===== src/rtl/seg_scan_decoder_pkg.sv =====
// Shared constants and types for the 7-segment scan readback decoder.
// Segment patterns are active-high with bit0=a .. bit6=g.
package seg_scan_decoder_pkg;

  localparam logic [6:0] SEG_0     = 7'h3F;
  localparam logic [6:0] SEG_1     = 7'h06;
  localparam logic [6:0] SEG_2     = 7'h5B;
  localparam logic [6:0] SEG_3     = 7'h4F;
  localparam logic [6:0] SEG_4     = 7'h66;
  localparam logic [6:0] SEG_5     = 7'h6D;
  localparam logic [6:0] SEG_6     = 7'h7D;
  localparam logic [6:0] SEG_7     = 7'h07;
  localparam logic [6:0] SEG_8     = 7'h7F;
  localparam logic [6:0] SEG_9     = 7'h6F;
  localparam logic [6:0] SEG_BLANK = 7'h00;

  localparam int DIG_UNITS     = 0;
  localparam int DIG_TENS      = 1;
  localparam int DIG_HUNDREDS  = 2;
  localparam int DIG_THOUSANDS = 3;
  localparam int NUM_DIGITS    = 4;

  typedef enum logic [1:0] {
    ST_WAIT   = 2'd0,
    ST_SETTLE = 2'd1,
    ST_HOLD   = 2'd2
  } scan_state_e;

  typedef struct packed {
    logic       valid;
    logic       blank;
    logic [3:0] bcd;
  } seg_dec_t;

  function automatic logic [13:0] bcd_frame_to_bin(input logic [15:0] d);
    return 14'(d[DIG_THOUSANDS*4 +: 4]) * 14'd1000
         + 14'(d[DIG_HUNDREDS*4  +: 4]) * 14'd100
         + 14'(d[DIG_TENS*4      +: 4]) * 14'd10
         + 14'(d[DIG_UNITS*4     +: 4]);
  endfunction

endpackage


===== src/rtl/seg_scan_decoder_seg7.sv =====
// Combinational 7-segment pattern to BCD decoder; blank reads as BCD 0 with
// the blank flag set, unknown patterns clear valid.
module seg7_to_bcd
  import seg_scan_decoder_pkg::*;
(
  input  logic [6:0] pattern,
  output seg_dec_t   dec
);

  always_comb begin
    dec = '{valid: 1'b1, blank: 1'b0, bcd: 4'd0};
    case (pattern)
      SEG_0:     dec.bcd = 4'd0;
      SEG_1:     dec.bcd = 4'd1;
      SEG_2:     dec.bcd = 4'd2;
      SEG_3:     dec.bcd = 4'd3;
      SEG_4:     dec.bcd = 4'd4;
      SEG_5:     dec.bcd = 4'd5;
      SEG_6:     dec.bcd = 4'd6;
      SEG_7:     dec.bcd = 4'd7;
      SEG_8:     dec.bcd = 4'd8;
      SEG_9:     dec.bcd = 4'd9;
      SEG_BLANK: dec.blank = 1'b1;
      default:   dec.valid = 1'b0;
    endcase
  end

endmodule


===== src/rtl/seg_scan_decoder.sv =====
// Receive side of a multiplexed 4-digit 7-segment bus: settles each scanned
// digit, decodes it and publishes complete frames as BCD and binary.
//
// state  | meaning
// WAIT   | no usable (one-hot anode) sample; waiting for a scan slot
// SETTLE | counting identical samples of the latched slot before capture
// HOLD   | slot captured; ignore repeats until the bus changes
module seg_scan_decoder
  import seg_scan_decoder_pkg::*;
#(
  parameter int SETTLE_CYCLES  = 4,       // must be >= 2
  parameter int TIMEOUT_CYCLES = 200000,
  parameter int SEG_ACTIVE_LOW = 1,
  parameter int AN_ACTIVE_LOW  = 1
) (
  input  logic        clk,
  input  logic        rst_n,
  input  logic [6:0]  seg,
  input  logic [3:0]  an,
  output logic [15:0] digits,
  output logic [3:0]  blank_mask,
  output logic [13:0] value,
  output logic        frame_valid,
  output logic        changed,
  output logic        seg_error,
  output logic        stalled
);

  localparam int CNT_W = $clog2(SETTLE_CYCLES + 1);
  localparam int TO_W  = $clog2(TIMEOUT_CYCLES + 1);
  localparam logic [CNT_W-1:0] SETTLE_LAST = CNT_W'(SETTLE_CYCLES - 1);
  localparam logic [TO_W-1:0]  TO_MAX      = TO_W'(TIMEOUT_CYCLES);

  logic [6:0] seg_q1, seg_q2, seg_n;
  logic [3:0] an_q1, an_q2, an_n;
  logic       usable, same, capture;

  scan_state_e      state, state_d;
  logic [CNT_W-1:0] cnt, cnt_d;
  logic [3:0]       lat_an, lat_an_d;
  logic [6:0]       lat_seg, lat_seg_d;

  seg_dec_t    dec;
  logic [15:0] shadow_digits;
  logic [3:0]  shadow_blank;
  logic [3:0]  seen;
  logic        seen_full;
  logic [13:0] value_calc;
  logic [TO_W-1:0] to_cnt;

  always_ff @(posedge clk or negedge rst_n) begin
    if (!rst_n) begin
      seg_q1 <= '0;
      seg_q2 <= '0;
      an_q1  <= '0;
      an_q2  <= '0;
    end else begin
      seg_q1 <= seg;
      seg_q2 <= seg_q1;
      an_q1  <= an;
      an_q2  <= an_q1;
    end
  end

  assign seg_n  = (SEG_ACTIVE_LOW != 0) ? ~seg_q2 : seg_q2;
  assign an_n   = (AN_ACTIVE_LOW != 0) ? ~an_q2 : an_q2;
  assign usable = (an_n != 4'd0) && ((an_n & (an_n - 4'd1)) == 4'd0);
  assign same   = (an_n == lat_an) && (seg_n == lat_seg);

  always_ff @(posedge clk or negedge rst_n) begin
    if (!rst_n) begin
      state   <= ST_WAIT;
      cnt     <= '0;
      lat_an  <= '0;
      lat_seg <= '0;
    end else begin
      state   <= state_d;
      cnt     <= cnt_d;
      lat_an  <= lat_an_d;
      lat_seg <= lat_seg_d;
    end
  end

  always_comb begin
    state_d   = state;
    cnt_d     = cnt;
    lat_an_d  = lat_an;
    lat_seg_d = lat_seg;
    capture   = 1'b0;
    if (!usable) begin
      state_d = ST_WAIT;
      cnt_d   = '0;
    end else begin
      case (state)
        ST_WAIT: begin
          state_d   = ST_SETTLE;
          cnt_d     = CNT_W'(1);
          lat_an_d  = an_n;
          lat_seg_d = seg_n;
        end
        ST_SETTLE: begin
          if (same) begin
            cnt_d = cnt + 1'b1;
            if (cnt == SETTLE_LAST) begin
              capture = 1'b1;
              state_d = ST_HOLD;
            end
          end else begin
            cnt_d     = CNT_W'(1);
            lat_an_d  = an_n;
            lat_seg_d = seg_n;
          end
        end
        ST_HOLD: begin
          if (!same) begin
            state_d   = ST_SETTLE;
            cnt_d     = CNT_W'(1);
            lat_an_d  = an_n;
            lat_seg_d = seg_n;
          end
        end
        default: begin
          state_d = ST_WAIT;
          cnt_d   = '0;
        end
      endcase
    end
  end

  // At capture the sample equals the latch, so decode the live sample.
  seg7_to_bcd u_seg7_to_bcd (
    .pattern (seg_n),
    .dec     (dec)
  );

  assign seen_full  = (seen == 4'b1111);
  assign value_calc = bcd_frame_to_bin(shadow_digits);

  always_ff @(posedge clk or negedge rst_n) begin
    if (!rst_n) begin
      shadow_digits <= '0;
      shadow_blank  <= '0;
      seen          <= '0;
      seg_error     <= 1'b0;
    end else begin
      for (int i = 0; i < NUM_DIGITS; i++) begin
        if (capture && an_n[i]) begin
          shadow_digits[i*4 +: 4] <= dec.bcd;
          shadow_blank[i]         <= dec.blank;
        end
      end
      // A capture in the clearing cycle belongs to the next frame.
      seen <= (seen_full ? 4'b0000 : seen) | (capture ? an_n : 4'b0000);
      if (capture && !dec.valid)
        seg_error <= 1'b1;
    end
  end

  always_ff @(posedge clk or negedge rst_n) begin
    if (!rst_n) begin
      digits      <= '0;
      blank_mask  <= '0;
      value       <= '0;
      frame_valid <= 1'b0;
      changed     <= 1'b0;
    end else begin
      frame_valid <= seen_full;
      changed     <= 1'b0;
      if (seen_full) begin
        digits     <= shadow_digits;
        blank_mask <= shadow_blank;
        value      <= value_calc;
        changed    <= (value_calc != value);
      end
    end
  end

  always_ff @(posedge clk or negedge rst_n) begin
    if (!rst_n)
      to_cnt <= '0;
    else if (capture)
      to_cnt <= '0;
    else if (to_cnt != TO_MAX)
      to_cnt <= to_cnt + 1'b1;
  end

  assign stalled = (to_cnt == TO_MAX);

endmodule


===== config.mk =====
export PLATFORM = sky130hd
export DESIGN_NAME = seg_scan_decoder
export DESIGN_NICKNAME = d
export VERILOG_FILES = /design/src/rtl/seg_scan_decoder_pkg.sv /design/src/rtl/seg_scan_decoder_seg7.sv /design/src/rtl/seg_scan_decoder.sv
export SDC_FILE = /design/constraint.sdc
export NUM_CORES = 1
export LEC_CHECK = 0
export ABC_AREA = 0
export ABC_CLOCK_PERIOD_IN_PS = 5250
export CAP_MARGIN = 15
export CORE_ASPECT_RATIO = 0.8
export CORE_MARGIN = 2
export CORE_UTILIZATION = 53
export DETAILED_ROUTE_END_ITERATION = 6
export GPL_TIMING_DRIVEN = 1
export PLACE_DENSITY_LB_ADDON = 0.25
export SLEW_MARGIN = 20
export SYNTH_ARGS = -nofsm -noshare
export SYNTH_HDL_FRONTEND = slang
export SYNTH_HIERARCHICAL = 1
export SYNTH_SLANG_ARGS = --single-unit

===== constraint.sdc =====
create_clock -name clk -period 5.25 [get_ports clk]
set_clock_uncertainty 0.05 [all_clocks]
set_input_delay 1.575 -clock clk [delete_from_list [all_inputs] [get_ports clk]]
set_output_delay 1.575 -clock clk [all_outputs]
set_load 0.01 [all_outputs]

* Word-level counts from Yosys, hierarchy flattened
Index checks and enable logic that the tools add are counted.
Cells by class: mux-type cells 25, bitwise gates (word level) 4, $mul 3, add/subtract/negate cells 6, reductions and logical operators 18, equal/unequal tests 23
Operators by type and width (count):
- $eq A7 B7 Y1 const B | 7
- $mux W18 | 2
- $pmux W4 S9 | 1
- $add A18 B1 Y18 const B | 1
- $eq A18 B18 Y1 const B | 1
- $ne A18 B18 Y1 const B | 1
- $add A14 B11 Y14 | 1
- $add A14 B4 Y14 | 1
- $add A14 B8 Y14 | 1
- $eq A7 B3 Y1 const B | 2
- $ne A14 B14 Y1 | 1
- $pmux W7 S2 | 1
- $mux W4 | 3
- $mul A4 B7 Y11 const B | 1
- $reduce_or A11 Y1 | 1
- $mul A4 B5 Y9 const B | 1
- $mux W3 | 3
- $ne A3 B3 Y1 const B | 3
- $pmux W3 S3 | 1
- $mux W2 | 4
- $pmux W4 S2 | 1
- $eq A7 B6 Y1 const B | 1
- $eq A7 B7 Y1 | 1
- $logic_and A1 B1 Y1 | 7
- other kinds (24) | 32
Storage, ports and cells: input port bits 13, register bits after elaboration 117, output and inout port bits 38, word-level logic and storage cells 103

* Depth between registers and ports, before layout
Gate-level depths: netlist (run 1).
depth in word-level cells 8, depth in mapped cells 17, depth with buffers taken out 17

* Modules after synthesis
The synthesis (run 1) kept the hierarchy.
Modules (own cells, without submodules):
- seg_scan_decoder | seq. area each 2902.8 um^2, area an instance 6495.0 um^2, times used 1, cells each 597
- seg7_to_bcd | seq. area each 0.0 um^2, area an instance 256.5 um^2, times used 1, cells each 36

* Worst setup path before layout (run 1)
No wires, ideal clock.
path kind reg2reg, from register shadow_digits[14], to register changed, required time 5.053 ns, period minus slack after synthesis 4.885 ns, cell stages (with the launch flop) 17, library setup time 0.147 ns, data arrival time 4.688 ns, path slack 0.365 ns, path buffers 1, cells stage by stage dfrtp_1 > fa_1 > inv_1 > fa_1 > inv_1 > ha_1 > xor2_1 > ha_1 > ha_1 > ha_1 > clkbuf_1 > and3_1 > a221oi_1 > nor3_1 > or3_1 > a2111oi_0 > a41oi_1
On the way: word-level cells in the longest chain between the ends 6
RTL lines:
- start: declaration | line seg_scan_decoder.sv:44 | logic [15:0] shadow_digits;
- start signal: indexed assignment | line seg_scan_decoder.sv:148 | shadow_digits[i*4 +: 4] <= dec.bcd;
- $mul A4 B7 Y11 | line seg_scan_decoder_pkg.sv:36 | return 14'(d[DIG_THOUSANDS*4 +: 4]) * 14'd1000
- $add A14 B11 Y14 | line seg_scan_decoder_pkg.sv:37 | + 14'(d[DIG_HUNDREDS*4 +: 4]) * 14'd100
- $add A14 B8 Y14 | line seg_scan_decoder_pkg.sv:38 | + 14'(d[DIG_TENS*4 +: 4]) * 14'd10
- $add A14 B4 Y14 | line seg_scan_decoder_pkg.sv:39 | + 14'(d[DIG_UNITS*4 +: 4]);
- $ne A14 B14 Y1 | line seg_scan_decoder.sv:173 | changed <= (value_calc != value);
- $mux W1 | line seg_scan_decoder.sv:169 | if (seen_full) begin
- end signal: assignment | line seg_scan_decoder.sv:173
- end: declaration | line seg_scan_decoder.sv:24 | output logic changed,
No other way between the ends. A chain may end at the register's enable or synchronous reset.

* Worst setup path in the final report (run 1)
Ends and elaborated chain as after synthesis.

==> impl_metrics.yaml, run 1 <==
global_routing:
  grt_pass1_wl_mm: 23.2
  globalRouteTotalUtil_pct: 21.6
  grt_max_degree: 69
  antenna_found_initial: 0
  first_global_vias: 4860
  grt-ovfl-total: 0
logic_synthesis:
  yosys_register_bits: 116
  synth_most_common_cell: "dfrtp_1"
  syn_area_um2: 6750
  post-synth-top-area-fraction_pct: 43.0
  synth_common_cells: "dfrtp_1 (116), nand2_1 (101), ha_1 (59), inv_1 (44), o21ai_0 (34)"
  ys_warn_count: 6
  seq_area_frac_synth_pct: 43.0
  yosysTopAreaCell: "dfrtp_1"
  postSynthAreaPerCell_um2: 10.7
  yosys.cell_types.count: 67
  syn-num-nets: 722
  synth_cells: 633
  ys.flop_type: "dfrtp_1"
  async_flop_share_pct: 100
  synth_edf_count: 0
  synthTopCellsByArea: "dfrtp_1 (43%), ha_1 (11%), nand2_1 (5.6%)"
sta:
  finalHoldViolations: 0
  setup_viol: 0
  timing.setup.tns_ns: 0
  fmax_mhz: 201
  fin_crit_ns: 4.98
  tightest_slew_ns: 0.976
  report.final.slew_viol_count: 0
  slew_headroom_pct: 35.0
  grt_setup_unrepaired: "false"
  min_period_over_period_pct: 94.8
outcome:
  status: "complete, no violations"
final_layout:
  drive_gt1_share_pct: 12.4
  syn_to_final_growth_pct: 19.8
  nets: 780
  multi_input_area_um2: 3630
  diodes: 0
  fillCellCount: 925
  seq_area_um2: 2910
clock_tree:
  cts_setup_buffers: 0
  clk_pin_slew_ns: 0.06
  cts_max_level: 4
  cts_made_buffers: 17
  clkSinkCount: 116
  cts_tree: "done"
  cts_root_buf: "clkbuf_16"
  clock_path_buffers: 2
  hold_buffers: 0
  clock_latency_ns: 0.41
placement:
  dp_hpwl_mm: 9.26
  io_buffers: 50
  place_congestion: 0.854
hold_path:
  hold_class: "register to register"
critical_path:
  crit_arrival_ns: 5.20
  required_ns: 5.47
  cp_max_fo: 6
  critical_path_class: "register to register"
  start_kind: "register"
  endpoint_kind: "register"
floorplanning:
  die_area_um2: 13700
  core.rowCount: 36
  core_um2: 12300
  fp.dieH_um: 105
  die_x_um: 130
  initial_core_util_pct: 54.9
  num_io_pins: 51
detailed_routing:
  num_vias: 4709
  post-route-drc-count: 0
  firstDrtPassIters: 4
  finalWirelength_mm: 13.0
  routedWlPerCell_um: 14.9
  drt-vias-per-instance: 5.39
  first_iter_violations: 232
  ant_nets: 0
pwr:
  power_mw: 2.32
  vdd_ir_drop_max_mv: 0.244
  power.density_nw_per_um2: 287
  cellLeakagePower_nw: 4.15
flow_run:
  cap_violations: 0
==> path summary, 6_finish.rpt <==
check	startpoint	to	slack, ns	depth (start not counted)
hold / removal	seg_q1[3]$_DFF_PN0_	seg_q2[3]$_DFF_PN0_	0.30	0
hold reg to reg	seg_q1[3]$_DFF_PN0_	seg_q2[3]$_DFF_PN0_	0.30	0
setup / recovery	shadow_digits[14]$_DFFE_PN0P_	changed$_DFF_PN0_	0.27	17
max in group asynchronous	rst_n	shadow_digits[14]$_DFFE_PN0P_	3.04	2
setup reg to reg	shadow_digits[14]$_DFFE_PN0P_	changed$_DFF_PN0_	0.27	17
min in group asynchronous	rst_n	seg_q1[1]$_DFF_PN0_	1.21	1
==> area by class of cell <==
type	count	area share (%)
tap	171	2.64
clock inverter	13	2.40
sequential	116	35.9
timing repair buffer	56	6.71
inverter	44	2.04
clock buffer	18	5.43
multi-input combinational	456	44.9
==> critical path: stages, from the launching register on <==
cell and delay, ns:
dfrtp_2 0.44, fa_2 0.59, inv_1 0.09, fa_1 0.51
inv_1 0.05, ha_1 0.33, a21o_1 0.21, a21oi_2 0.18
xnor2_1 0.14, ha_1 0.25, ha_1 0.29, ha_2 0.32
a21o_1 0.23, a22oi_2 0.21, o41ai_2 0.11, or3_1 0.34
a2111oi_2 0.32, a41oi_1 0.16
==> cells in the final DEF (no fill, tap or decap), drive strengths merged, types with 2 or more instances in the layout <==
master / n
and4bb: 2
clkbuf: 18
ha: 59
a221oi: 2
clkdlybuf4s50: 49
a211oi: 5
a21o: 13
nor3: 8
xnor2: 23
nor2: 31
a31oi: 2
buf: 7
inv: 50
nor3b: 2
xor2: 30
nand2b: 2
xor3: 2
o21ai: 35
dfrtp: 116
nand4: 10
mux2: 23
and4: 4
nor2b: 4
or3: 7
a22oi: 4
nand2: 101
bufinv: 4
clkinv: 2
nand3: 9
o21bai: 4
and3: 4
nor4: 5
or4: 4
o21a: 2
a21oi: 18
mux2i: 4
fa: 17
a2111oi: 2
==> flip-flops by register name (all words and copies together), names as in the netlist, 2 cells and up <==
signal / count
to_cnt: 18
digits: 16
shadow_digits: 16
value: 13
lat_seg: 7
seg_q1: 7
seg_q2: 7
an_q1: 4
an_q2: 4
blank_mask: 4
lat_an: 4
seen: 4
shadow_blank: 4
cnt: 3
state: 2
==> layer usage <==
layer | up-vias | part of all wire (%) | GRT usage [%]
met5 | - | 0 | 0
met4 | 0 | 1.6 | 7.37
met3 | 21 | 3.4 | 4.35
met2 | 100 | 49 | 34.8
met1 | 2302 | 46 | 29.3
li1 | 2286 | - | -
==> what timing repair did <==
action / CTS / global route
gates resized for setup: 2 / 8
pin swaps: 0 / 2
setup endpoints to repair: 1 / 2
==> power breakdown <==
group | total [mW] | internal [mW] | switching, mW
combinational | 0.119 | 0.0448 | 0.0738
sequential | 0.957 | 0.929 | 0.0272
clock | 1.24 | 0.813 | 0.430
==> through the flow <==
| step | hold WS, ns | worst slack (ns) | cells | util, % | cell area (um2) |
|---|---|---|---|---|---|
| after floorplan | 0.281 | 0.365 | 633 | - | 6750 |
| after global placement | 0.284 | 0.170 | 843 | 60.3 | 7420 |
| after detailed placement | 0.286 | -0.0812 | 843 | 60.3 | 7420 |
| after CTS | 0.298 | 0.00547 | 874 | 65.5 | 8060 |
| after global routing | 0.303 | 0.0148 | 874 | 65.8 | 8090 |
| final | 0.297 | 0.270 | 874 | 65.8 | 8090 |
==> cells by family (layout without fill, tap and decap cells) <==
kind of cell / count (synthesis) / after routing / synth area share, %
xor gates and xnor gates: 56 / 56 / 7.91
and+or+nand+nor: 200 / 200 / 15.6
buffers and inverters: 61 / 131 / 3.74
muxes: 27 / 27 / 4.71
AOI/OAI and AO/OA: 97 / 97 / 9.08
DFF: 116 / 116 / 43.0
adders and majority gates: 76 / 76 / 16.0
(Power assumes the default switching activity.)
==> inputs of run 2 (changes only) <==
--- a/config.mk
+++ b/config.mk
@@ -8,14 +8,13 @@
 export ABC_AREA = 0
 export ABC_CLOCK_PERIOD_IN_PS = 5250
 export CAP_MARGIN = 15
-export CORE_ASPECT_RATIO = 0.8
+export CORE_ASPECT_RATIO = 0.5
 export CORE_MARGIN = 2
 export CORE_UTILIZATION = 53
 export DETAILED_ROUTE_END_ITERATION = 6
 export GPL_TIMING_DRIVEN = 1
-export PLACE_DENSITY_LB_ADDON = 0.25
+export PLACE_DENSITY = 0.74
 export SLEW_MARGIN = 20
 export SYNTH_ARGS = -nofsm -noshare
 export SYNTH_HDL_FRONTEND = slang
-export SYNTH_HIERARCHICAL = 1
 export SYNTH_SLANG_ARGS = --single-unit
==> impl_metrics.yaml, run 2 <==
hold_path:
  hold_class: "register to register"
  hold_path.startpoint: "seg_q1[2]$_DFF_PN0_"
pwr:
  cellLeakagePower_nw: 3.98
  power_mw: 2.25
  power.density_nw_per_um2: 287
  vdd_ir_drop_max_mv: 0.255
critical_path:
  cpMostUsedCell: "ha_1"
  endpoint: "changed$_DFF_PN0_"
  cp_slowest_cell: "fa_2"
  ff2ff_setup_slack_ns: 0.24
  worstSetupPathDepth: 15
  r2r-start: "shadow_digits[13]$_DFFE_PN0P_"
  cp_top_family: "adder cells"
  reg2reg_depth: 15
  cp_num_buf_inv: 3
  worstPathCellList: "fa_2, inv_1, fa_1, inv_1, ha_1, xor2_1, ha_1, ha_1, ha_1, buf_4, a221oi_4, xnor3_1, or4_1, nor4_2, a41oi_1"
  required_ns: 5.46
  cp_max_fo: 6
  crit_arrival_ns: 5.22
  start_kind: "register"
  endpoint_kind: "register"
  cp-startpoint: "shadow_digits[13]$_DFFE_PN0P_"
  max_stage_delay_ns: 0.58
  critical_path_class: "register to register"
  r2r-end: "changed$_DFF_PN0_"
final_layout:
  reg_top3: "to_cnt x18, digits x16, shadow_digits x16"
  fillCellCount: 921
  largest_reg_flops: 18
  regMostFlops: "to_cnt"
  syn_to_final_growth_pct: 19.9
  utilization_pct: 65.7
  drive_gt1_share_pct: 10.7
  final_cell_count_no_fill: 846
  layout_commonest_cell: "dfrtp_1"
  diodes: 0
  nets: 758
  final_cell_mix: "dfrtp_1 (115), nand2_1 (95), ha_1 (58)"
clock_tree:
  cts_max_level: 4
  cts_made_buffers: 17
  clock_path_buffers: 2
  cts_tree: "done"
  clk_pin_slew_ns: 0.05
  cts_root_buf: "clkbuf_16"
  clock_latency_ns: 0.41
  clkSinkCount: 116
sta:
  timing.setup.tns_ns: 0
  min_period_over_period_pct: 95.5
  finalHoldViolations: 0
  fmax_mhz: 200
  slew_headroom_pct: 41.1
  setup_viol: 0
  tightest_slew_ns: 0.883
  report.final.slew_viol_count: 0
  hold_ws_ns: 0.296
  fin_crit_ns: 5.01
logic_synthesis:
  ys_warn_count: 0
  synth_common_cells: "dfrtp_1 (116), nand2_1 (95), ha_1 (59), nor2_1 (35), xor2_1 (35)"
  synthTopCellsByArea: "dfrtp_1 (44%), ha_1 (11%), nand2_1 (5.5%)"
  synth_cells: 612
  post-synth-top-area-fraction_pct: 44.5
  yosysTopAreaCell: "dfrtp_1"
  postSynthAreaPerCell_um2: 10.7
  yosys.cell_types.count: 55
  synth_edf_count: 0
  async_flop_share_pct: 100
  ys.flop_type: "dfrtp_1"
  synth_most_common_cell: "dfrtp_1"
  yosys_register_bits: 116
  seq_area_frac_synth_pct: 44.5
  syn_area_um2: 6530
  syn-num-nets: 701
floorplanning:
  die_x_um: 161
  die_area_um2: 13300
  initial_core_util_pct: 54.8
  core.rowCount: 28
  core_um2: 11900
  num_io_pins: 51
  fp.dieH_um: 82.5
placement:
  io_buffers: 50
  dp.cells: 815
  place_congestion: 0.803
  dp_hpwl_mm: 8.73
global_routing:
  globalRouteTotalUtil_pct: 20.4
  first_global_vias: 4437
  antenna_found_initial: 0
  grt_pass1_wl_mm: 21.1
  grt_max_degree: 73
  grt-ovfl-total: 0
detailed_routing:
  first_iter_violations: 170
  routedWlPerCell_um: 14.6
  ant_nets: 0
  drt-vias-per-instance: 5.27
  post-route-drc-count: 0
  firstDrtPassIters: 4
  finalWirelength_mm: 12.3
  num_vias: 4457
outcome:
  status: "complete, no violations"
flow_run:
  cap_violations: 0
run 2: layout make-up:
class                      instances  area (um2)  area share (%)
clock buffer                      19         453            5.79
tap                              165         206            2.64
sequential                       116        2900            37.1
clock inverter                    12         155            1.98
multi-input combinational        445        3440            44.0
timing repair buffer              56         543            6.94
inverter                          33         124            1.58
run 2: timing repair:
action,4_1_cts,5_1_grt
buffers inserted,0,0
resized for setup,1,5
pin swaps,0,2
setup endpoints to repair,1,1
hold buffers,0,0
run 2: kinds of logic after synthesis:
kind of cell               share of synthesized area, %
AOI/OAI and AO/OA                                  8.51
xor gates and xnor gates                           8.74
and+or+nand+nor                                    13.9
DFF                                                44.5
adders and majority gates                          16.5
buffers and inverters                              3.20
muxes                                              4.70
run 2: per-layer routing:
layer | vias to the layer above | track usage, % | wire, um
li1 | 2209 | - | -
met1 | 2166 | 25.7 | 5920
met2 | 72 | 35.2 | 5960
met3 | 10 | 5.44 | 372
met4 | 0 | 6.25 | 89
met5 | - | 0 | 0
run 2: report_power, final:
| group | internal, mW | switching (mW) | total (mW) |
|---|---|---|---|
| Clock | 0.769 | 0.410 | 1.18 |
| Sequential | 0.929 | 0.0298 | 0.959 |
| Combinational | 0.0431 | 0.0649 | 0.108 |
| Total | 1.74 | 0.504 | 2.25 |
run 2: worst min path at each step:
stage	to	slack [ns]	cells after the start
global placement	an_q2[1]$_DFF_PN0_	0.29	0
finish	seg_q2[2]$_DFF_PN0_	0.30	0
detailed placement	seg_q2[6]$_DFF_PN0_	0.29	0
CTS	seg_q2[6]$_DFF_PN0_	0.30	0
global route	seg_q2[1]$_DFF_PN0_	0.31	0
floorplan	an_q2[0]$_DFF_PN0_	0.28	0
run 2: worst reg2reg max path: stages, from the launching register on:
cell	delay [ns]
dfrtp_2	0.45
fa_2	0.58
inv_1	0.09
fa_1	0.51
inv_1	0.04
ha_1	0.34
xor2_1	0.16
ha_1	0.30
ha_1	0.29
ha_1	0.31
buf_4	0.17
a221oi_4	0.38
xnor3_1	0.26
or4_1	0.53
nor4_2	0.27
a41oi_1	0.14
run 2: through the flow:
step / setup WS (ns) / cell area, um2
floorplan: 0.298 / 6530
global placement: 0.143 / 7190
detailed placement: 0.0141 / 7200
CTS: 0.0271 / 7810
global route: -0.00310 / 7830
finish: 0.238 / 7830
==> inputs of run 3 (changes only) <==
--- a/config.mk
+++ b/config.mk
@@ -7,7 +7,7 @@
 export LEC_CHECK = 0
 export ABC_AREA = 0
 export ABC_CLOCK_PERIOD_IN_PS = 5250
-export CAP_MARGIN = 15
+export CAP_MARGIN = 30
 export CORE_ASPECT_RATIO = 0.5
 export CORE_MARGIN = 2
 export CORE_UTILIZATION = 53
==> impl_metrics.yaml, run 3 (same netlist as run 2, synthesis figures left out) <==
placement:
  dp_hpwl_mm: 8.73
  io_buffers: 50
  place_congestion: 0.803
  dp.cells: 815
  place_ws_ns: 0.0141
pwr:
  cellLeakagePower_nw: 3.99
  vdd_ir_drop_max_mv: 0.257
  power.density_nw_per_um2: 287
  power_mw: 2.25
final_layout:
  drive_gt1_share_pct: 10.9
  final_cell_mix: "dfrtp_1 (115), nand2_1 (95), ha_1 (58)"
  syn_to_final_growth_pct: 20.3
  fillCellCount: 922
  final_cell_count_no_fill: 847
  layout_commonest_cell: "dfrtp_1"
  nets: 759
  diodes: 0
  largest_reg_flops: 18
  utilization_pct: 65.9
  reg_top3: "to_cnt x18, digits x16, shadow_digits x16"
  regMostFlops: "to_cnt"
clock_tree:
  cts_max_level: 4
  clkSinkCount: 116
  clk_pin_slew_ns: 0.05
  cts_tree: "done"
  cts_made_buffers: 17
  cts_root_buf: "clkbuf_16"
  cts_setup_buffers: 0
  clock_path_buffers: 2
  clock_latency_ns: 0.41
critical_path:
  required_ns: 5.46
  cp_max_fo: 6
  worstPathCellList: "fa_2, inv_1, fa_1, inv_1, ha_1, xor2_1, ha_1, ha_1, ha_1, buf_4, a221oi_4, xnor3_1, or4_1, nor4_2, a41oi_1"
  start_kind: "register"
  crit_arrival_ns: 5.23
  endpoint_kind: "register"
  cp_slowest_cell: "fa_2"
  cpMostUsedCell: "ha_1"
  critical_path_class: "register to register"
  max_stage_delay_ns: 0.58
detailed_routing:
  wl_met2_mm: 6.04
  routedWlPerCell_um: 14.7
  firstDrtPassIters: 4
  first_iter_violations: 193
  ant_nets: 0
  drt-vias-per-instance: 5.28
  finalWirelength_mm: 12.4
  highest_layer: "met4"
  wl_met1_mm: 5.92
  post-route-drc-count: 0
  met3_length_um: 357
  num_vias: 4470
floorplanning:
  num_io_pins: 51
  core_um2: 11900
  initial_core_util_pct: 54.8
  fp.dieH_um: 82.5
  core.rowCount: 28
  die_area_um2: 13300
  die_x_um: 161
global_routing:
  grt_pass1_wl_mm: 21.1
  first_global_vias: 4437
  antenna_found_initial: 0
  grt-ovfl-total: 0
  grt_max_degree: 73
  globalRouteTotalUtil_pct: 20.4
sta:
  fin_crit_ns: 5.01
  fmax_mhz: 199
  timing.setup.tns_ns: 0
  min_period_over_period_pct: 95.5
  fin_ws_ns: 0.236
  tightest_slew_ns: 0.802
  slew_headroom_pct: 46.0
  report.final.slew_viol_count: 0
  finalHoldViolations: 0
  setup_viol: 0
outcome:
  status: "complete, no violations"
flow_run:
  cap_violations: 0
hold_path:
  hold_class: "register to register"
==> run 3: cell count changes in the layout (fill, tap and decap cells not counted), sizes merged <==
cell	previous run	this run
buf	7	8
==> run 3: final cells by class <==
type / instances / area [um2] / share of cell area (%)
clock inverters: 12 / 155 / 1.98
clock buffers: 19 / 453 / 5.77
repair buffers: 57 / 571 / 7.27
multi-input cells: 445 / 3440 / 43.8
inverters: 33 / 124 / 1.58
well taps: 165 / 206 / 2.63
flip-flops and latches: 116 / 2900 / 37.0
==> run 3: metal layers <==
layer | global-route usage, % | up-vias
met1 | 25.7 | 2178
met2 | 35.2 | 71
met3 | 5.44 | 11
met5 | 0 | -
met4 | 6.25 | 0
li1 | - | 2210
==> run 3: final timing paths <==
path,from,slack [ns],depth (start not counted),end
max,shadow_digits[13]$_DFFE_PN0P_,0.24,15,changed$_DFF_PN0_
min,seg_q1[2]$_DFF_PN0_,0.30,0,seg_q2[2]$_DFF_PN0_
max reg2reg,shadow_digits[13]$_DFFE_PN0P_,0.24,15,changed$_DFF_PN0_
min reg2reg,seg_q1[2]$_DFF_PN0_,0.30,0,seg_q2[2]$_DFF_PN0_
max in group asynchronous,rst_n,3.20,3,value[10]$_DFFE_PN0P_
min in group asynchronous,rst_n,1.01,1,state[0]$_DFFE_PN0P_
==> run 3: where the power goes <==
part           internal [mW]  leakage [nW]  switching (mW)
registers              0.929          1.54          0.0298
logic                 0.0453          2.16          0.0659
clock network          0.769         0.295           0.411
total                   1.74          3.99           0.507
==> run 3: critical path, delay by kind of cell, from the launching register on <==
kind	cells	cell delay [ns]
compound gates	2	0.52
xor+xnor	2	0.42
fa+ha+maj	6	2.33
buf+inv	3	0.30
flops	1	0.45
simple gates	2	0.80
==> run 3: through the flow <==
stage	instance area (um2)	hold slack [ns]
5_1_grt	7850	0.310
3_5_place_dp	7200	0.286
2_1_floorplan	6530	0.281
3_3_place_gp	7190	0.286
4_1_cts	7810	0.298
6_report	7850	0.296
==> run 3: what timing repair did <==
item                                    in CTS  in global routing
resized for setup                            1                  5
endpoints found under the setup margin       1                  1
pin swaps                                    0                  2
hold buffers                                 0                  0
